==> config.mk <==
export PLATFORM = sky130hd
export DESIGN_NAME = src_stream_buffer
export DESIGN_NICKNAME = d
export VERILOG_FILES = /design/src/rtl/src_stream_buffer.sv
export SDC_FILE = /design/constraint.sdc
export NUM_CORES = 1
export LEC_CHECK = 0
export CAP_MARGIN = 10
export CORE_MARGIN = 4
export CORE_UTILIZATION = 40
export CTS_BUF_LIST = sky130_fd_sc_hd__clkbuf_8
export CTS_CLUSTER_DIAMETER = 30
export DETAILED_ROUTE_END_ITERATION = 16
export PLACE_DENSITY = 0.55
export SLEW_MARGIN = 20
export SYNTH_ARGS = -nofsm -noshare
export SYNTH_HDL_FRONTEND = slang
export SYNTH_SLANG_ARGS = --single-unit
==> constraint.sdc <==
create_clock -name clk -period 4.13 [get_ports clk]
set_input_delay 1.0325 -clock clk [delete_from_list [all_inputs] [get_ports clk]]
set_output_delay 1.0325 -clock clk [all_outputs]
set_load 0.02 [all_outputs]
==> src/rtl/src_stream_buffer.sv <==
// Source-filtered, in-order byte FIFO between the 4-source stimulus bus and the
// output monitor bus; emits one byte per pulse with a programmable minimum idle gap.
module src_stream_buffer #(
   parameter int DEPTH   = 16,
   parameter int OUT_GAP = 0,
   parameter int CNT_W   = 16
) (
   input  logic                     clk,
   input  logic                     reset,
   input  logic                     in_valid,
   input  logic [7:0]               in_data,
   input  logic [1:0]               in_src,
   input  logic [3:0]               src_en,
   input  logic                     flush,
   output logic                     o_valid,
   output logic [7:0]               o_data,
   output logic [$clog2(DEPTH):0]   level,
   output logic                     overflow,
   output logic [CNT_W-1:0]         drop_cnt
);

   localparam int PW = $clog2(DEPTH);
   localparam int GW = (OUT_GAP > 0) ? $clog2(OUT_GAP + 1) : 1;
   localparam logic [PW:0]   FULL     = DEPTH[PW:0];
   localparam logic [GW-1:0] GAP_LOAD = OUT_GAP[GW-1:0];

   logic [7:0]    mem [DEPTH];
   logic [PW-1:0] wr_ptr;
   logic [PW-1:0] rd_ptr;
   logic [GW-1:0] gap_cnt;
   logic          accept;
   logic          pop;
   logic          push;
   logic          drop;

   // A full FIFO still takes a byte when the head leaves on the same edge.
   always_comb begin
      accept = in_valid && src_en[in_src] && !flush;
      pop    = (level != '0) && (gap_cnt == '0) && !flush;
      push   = accept && ((level != FULL) || pop);
      drop   = accept && !push;
   end

   always_ff @(posedge clk) begin
      if (push) mem[wr_ptr] <= in_data;
   end

   always_ff @(posedge clk or negedge reset) begin
      if (!reset) begin
         wr_ptr  <= '0;
         rd_ptr  <= '0;
         level   <= '0;
         gap_cnt <= '0;
      end else if (flush) begin
         wr_ptr  <= '0;
         rd_ptr  <= '0;
         level   <= '0;
         gap_cnt <= '0;
      end else begin
         if (push) wr_ptr <= wr_ptr + PW'(1);
         if (pop)  rd_ptr <= rd_ptr + PW'(1);
         level <= level + {{PW{1'b0}}, push} - {{PW{1'b0}}, pop};
         if (pop)
            gap_cnt <= GAP_LOAD;
         else if (gap_cnt != '0)
            gap_cnt <= gap_cnt - GW'(1);
      end
   end

   // o_data holds the last emitted byte while o_valid is low.
   always_ff @(posedge clk or negedge reset) begin
      if (!reset) begin
         o_valid <= 1'b0;
         o_data  <= '0;
      end else begin
         o_valid <= pop;
         if (pop) o_data <= mem[rd_ptr];
      end
   end

   // Flush clears the sticky flag but keeps the drop history.
   always_ff @(posedge clk or negedge reset) begin
      if (!reset) begin
         overflow <= 1'b0;
         drop_cnt <= '0;
      end else begin
         if (flush)
            overflow <= 1'b0;
         else if (drop)
            overflow <= 1'b1;
         if (drop && (drop_cnt != '1))
            drop_cnt <= drop_cnt + CNT_W'(1);
      end
   end

endmodule

======== After elaboration in Yosys (flattened, before gate mapping) ========
Memories as Yosys holds them, arrays and structs flattened. A register that Yosys moved wholly into a read port is not among the register bits.
Index checks and enable logic that the tools add are counted.
operators by class
  add/subtract/negate cells ............... 6
  reduce and logical (&&, ||, !) cells .... 15
  bitwise gates (word level) .............. 1
  eq/ne operators ......................... 2
  order comparisons ....................... 1
  muxes and demuxes ....................... 14
operators by type and width
  operator               count
  $add 16x1->16 const B  1
  $mux 4                 4
  $ne 16x16->1 const B   1
  $add 4x1->4 const B    2
  $mux 1                 8
  $logic_and 1x1->1      7
  $reduce_bool 2->1      3
  $add 5x1->5            1
  $mux 5                 1
  $ne 5x5->1 const B     1
  $reduce_bool 5->1      1
  $sub 5x1->5            1
  $logic_not 1->1        3
  $lt 2x3->1 const B     1
  $bmux 1 s2             1
  $logic_or 1x1->1       1
  $not 1->1              1
  $sub 1x1->1 const B    1
word-level totals
  bits in writable memories ............... 128
  memories kept ........................... 1
  input bits .............................. 18
  output and inout bits ................... 31
  register bits ........................... 32
memories
  name  depth  bits a word  rd ports  clocked after Yosys merged registers in  wr ports  RTL line  text
  mem   16     8            1         1                                        1         27        logic [7:0] mem [DEPTH];

======== Depth between registers and ports, before layout ========
  depth after elaboration ................. 9
  depth in mapped cells ................... 13

======== Least setup slack after synthesis ========
No wires, ideal clock.
  kind .................................... input port to flip-flop
  from .................................... input port in_src[0]
  to ...................................... register level[4]
  stages .................................. 11
  data arrival time ....................... 3160 ps
  path slack .............................. 892 ps
  cells stage by stage .................... mux4_2 > and2_1 > inv_1 > ha_1 > inv_1 > ha_1 > fa_1 > a21oi_1 > nor2_1 > or3_1 > a21oi_1
between the ends
  longest elaborated chain between the ends .. 8
RTL lines
  item                            RTL line  text
  start: declaration              12        input logic [1:0] in_src,
  $bmux 1 s2                      38        accept = in_valid && src_en[in_src] && !flush;
  $mux 1 (not written as such)    38
  $logic_and 1x1->1 (2 in a row)  38
  $logic_and 1x1->1               40        push = accept && ((level != FULL) || pop);
  $add 5x1->5                     62        level <= level + {{PW{1'b0}}, push} - {{PW{1'b0}}, pop};
  $sub 5x1->5                     62
  $mux 5                          54        end else if (flush) begin
  end signal: assignment          62
  end: declaration                17        output logic [$clog2(DEPTH):0] level,
Every way passes these cells. The select of a mux whose other input is x is not followed.
A chain may end at the register's enable or synchronous reset.

======== Worst setup path after layout ========
Ends and elaborated chain as after synthesis.

==> summary.md <==
| Metric | Value |
|---|---|
| Synthesized Nets | 383 |
| Static Leak | 2.70 nW |
| Final worst path period share | 82.3% |
| Clk_lat worst skew | 0.45 ns |
| Post-CTS sizing | 0 |
| Setup Crit Path Kind | input pin to register |
| Most frequent cells in the layout | 128 x edfxtp_1, 47 x clkdlybuf4s50_1, 37 x dfrtp_1 |
| Hold buffer count at cts | 0 |
| Peak VDD IR | 0.217 mV |
| Skew final | 0.0163 ns |
| Vias in the first global route | 3350 |
| Worst reg2reg endpoint | level[4] |
| PD cells | 542 mW/mm^2 |
| Postcts setup bufs | 0 |
| H-tree levels | 4 |
| TritonCTS clock tree | built |
| Status | finished, final reports clean |
| Detailed Route Iter0 Violations | 220 |
| Num CTS Buffers | 17 |
| Setup slack, reg-to-reg | 1.45 ns |
| YS warnings | 0 |
| Worst hold endpoint | drop_cnt[9] |
| Largest net degree at the start of global routing | 40 |
| Total grt overflow | 0 |
| Worst slew margin | 39.9% |
| Hold_sp | drop_cnt[9] |
| Highest clock rate | 294 MHz |
| Seq/Total Area, Yosys | 72.3% |
| Final hold violations | 0 |
| Die area | 0.0188 sq mm |
| Cells after Synth | 353 |
| Max Cap Violations | 0 |
| DRT Pass-1 Iters | 4 |
| Initial Util | 41.4% |
| Core area | 0.0161 sq mm |
| Die width | 137 microns |
| Worst hold path depth | 0 |
| Crit path largest cell delay | 0.55 ns |
| Arr. time, crit path | 3.77 ns |
| Worst Hold Margin | 0.380 ns |
| Commonest non-fill, non-tap cell in the layout | edfxtp_1 |
| Worst hold path class | register to register |
| Vias per cell | 5.03 |
| Area growth, synth to finish | 16.2% |
| R2R depth | 12 |
| CTS root buf | clkbuf_8 |
| Post-Syn Area | 0.00667 sq mm |
| Port Buffer Count | 48 |
| DRT antenna net count | 0 |
| Worst Path Required | 4.50 ns |
| Clock Path Buffers | 2 |
| Routed len/inst | 20.4 microns |
| Worst Setup End Kind | register |
| Drc violations | 0 |
| Crit-path max FO | 5 |
| Row count | 46 |
| N_diodes | 0 |
| FF+latch count, synth | 167 |
| Netlist cell types | 37 |
| Power Total | 0.00420 W |
| Startpoint Class | input pin |
| Period minus WS final | 3.40 ns |
| Final RePlAce weighted congestion | 0.755 |
| Vias | 3194 |
| Total clock sinks | 167 |
| Syn avg cell area | 18.9 sq um |
| CP Cell Sequence | clkdlybuf4s50_1, mux4_2, and2_1, inv_1, ha_1, inv_1, ha_1, fa_1, a21oi_1, nor2_1, or3_1, a21oi_1 |
| R2r startpoint | level[3] |
| Layout cells sized above 1 | 19.3% |
| DRT Wirelength | 13000 microns |
| # setup viols final | 0 |
| Reg clk slew, reported paths | 0.09 ns |
| Antenna violations before repair | 0 |
| Max-slew violations | 0 |
| Die Y | 137 microns |
| Slowest CP cell | mux4_2 |
| IO Pins | 49 |
| First-pass GRT wire length | 20200 microns |
| RSZ-0062 raised after global routing | no |
| GRT Util Overall | 15.2% |
| Final net count | 437 |
| Total negative slack | 0 ns |
| DP HPWL | 7900 microns |
| Slew @ Worst Pin | 0.902 ns |
| Utilization after layout | 48.1% |
==> power breakdown <==
group	leakage [nW]	total [W]	switching, W	internal [W]
logic	0.851	0.00101	0.000465	0.000550
clock network	0.184	0.00112	0.000626	0.000492
registers	1.66	0.00207	0.000182	0.00189
total	2.70	0.00420	0.00127	0.00293
==> flip-flops by register name, summed over array words and instances, names as in the netlist <==
signal,cells
drop_cnt,16
level,5
mem,128
o_data,8
o_valid,1
overflow,1
rd_ptr,4
wr_ptr,4
==> cell usage after synthesis (all sizes together) <==
cell type,count,area (sq um)
inv,8,30.0
nor4b,1,23.8
a221oi,8,120
or3,1,6.26
and2,2,12.5
edfxtp,128,3840
nand3,3,15.0
nand2,9,33.8
nor2b,4,25.0
xor2,5,43.8
clkbuf,19,71.3
nor3,4,20.0
mux2i,8,80.1
nand2b,3,18.8
or4b,1,10.0
nand4,1,6.26
xnor2,4,35.0
buf,13,110
nor2,30,115
mux4,33,807
o22ai,8,56.3
dfrtp,39,976
fa,1,20.0
a21o,1,7.51
a21oi,5,25.0
and3,1,6.26
or2,1,6.26
o21ai,1,5.00
ha,11,138
==> worst max path at each step <==
stage / from / end / slack (ns) / cells after the start
6_report: in_src[0] / level[4] / 0.73 / 12
5_1_grt: in_src[0] / level[4] / 0.59 / 12
4_1_cts: in_src[0] / level[4] / 0.76 / 12
3_5_place_dp: in_src[0] / level[4] / 0.27 / 12
3_3_place_gp: in_src[0] / level[4] / 0.30 / 12
2_1_floorplan: in_src[0] / level[4] / 0.89 / 11
==> per-stage QoR <==
step,worst slack [ns],instances,instance area (sq um)
floorplan,0.892,353,6670
global placement,0.297,604,7380
detailed placement,0.273,604,7380
CTS,0.755,635,7750
global route,0.585,635,7750
finish,0.732,635,7750
==> metal layers <==
layer / part of all wire, % / vias up / GRT usage (%)
li1: - / 1475 / -
met1: 45 / 1648 / 21.0
met2: 49 / 67 / 23.7
met3: 4.9 / 4 / 2.90
met4: 0.58 / 0 / 5.99
met5: 0 / - / 0
==> kinds of logic (layout without fill, tap and decap cells) <==
logic type | count (synthesis) | after routing | synth area share, %
flip-flops | 167 | 167 | 72.3
AND/OR/NAND/NOR | 61 | 61 | 4.48
multiplexers | 41 | 41 | 13.3
buffers and inverters | 40 | 106 | 3.17
AO/OA/AOI/OAI | 23 | 23 | 3.21
adder cells (fa/ha/maj) | 12 | 12 | 2.36
XOR/XNOR | 9 | 9 | 1.18
==> layout make-up <==
class,count,area [sq um]
Fill cell,1384,8370
Sequential cell,167,4820
Multi-Input combinational cell,146,1640
Timing Repair Buffer,67,618
Tap cell,216,270
Clock buffer,17,234
Clock inverter,14,139
Inverter,8,30.0
==> worst max-delay path, delay by kind of cell <==
kind	cells	cell delay, ns
AO/OA/AOI/OAI	2	0.30
buffers and inverters	3	0.58
multiplexers	1	0.55
adder cells (fa/ha/maj)	3	0.72
AND/OR/NAND/NOR	3	0.59
Power figures use the tool's default switching activity.
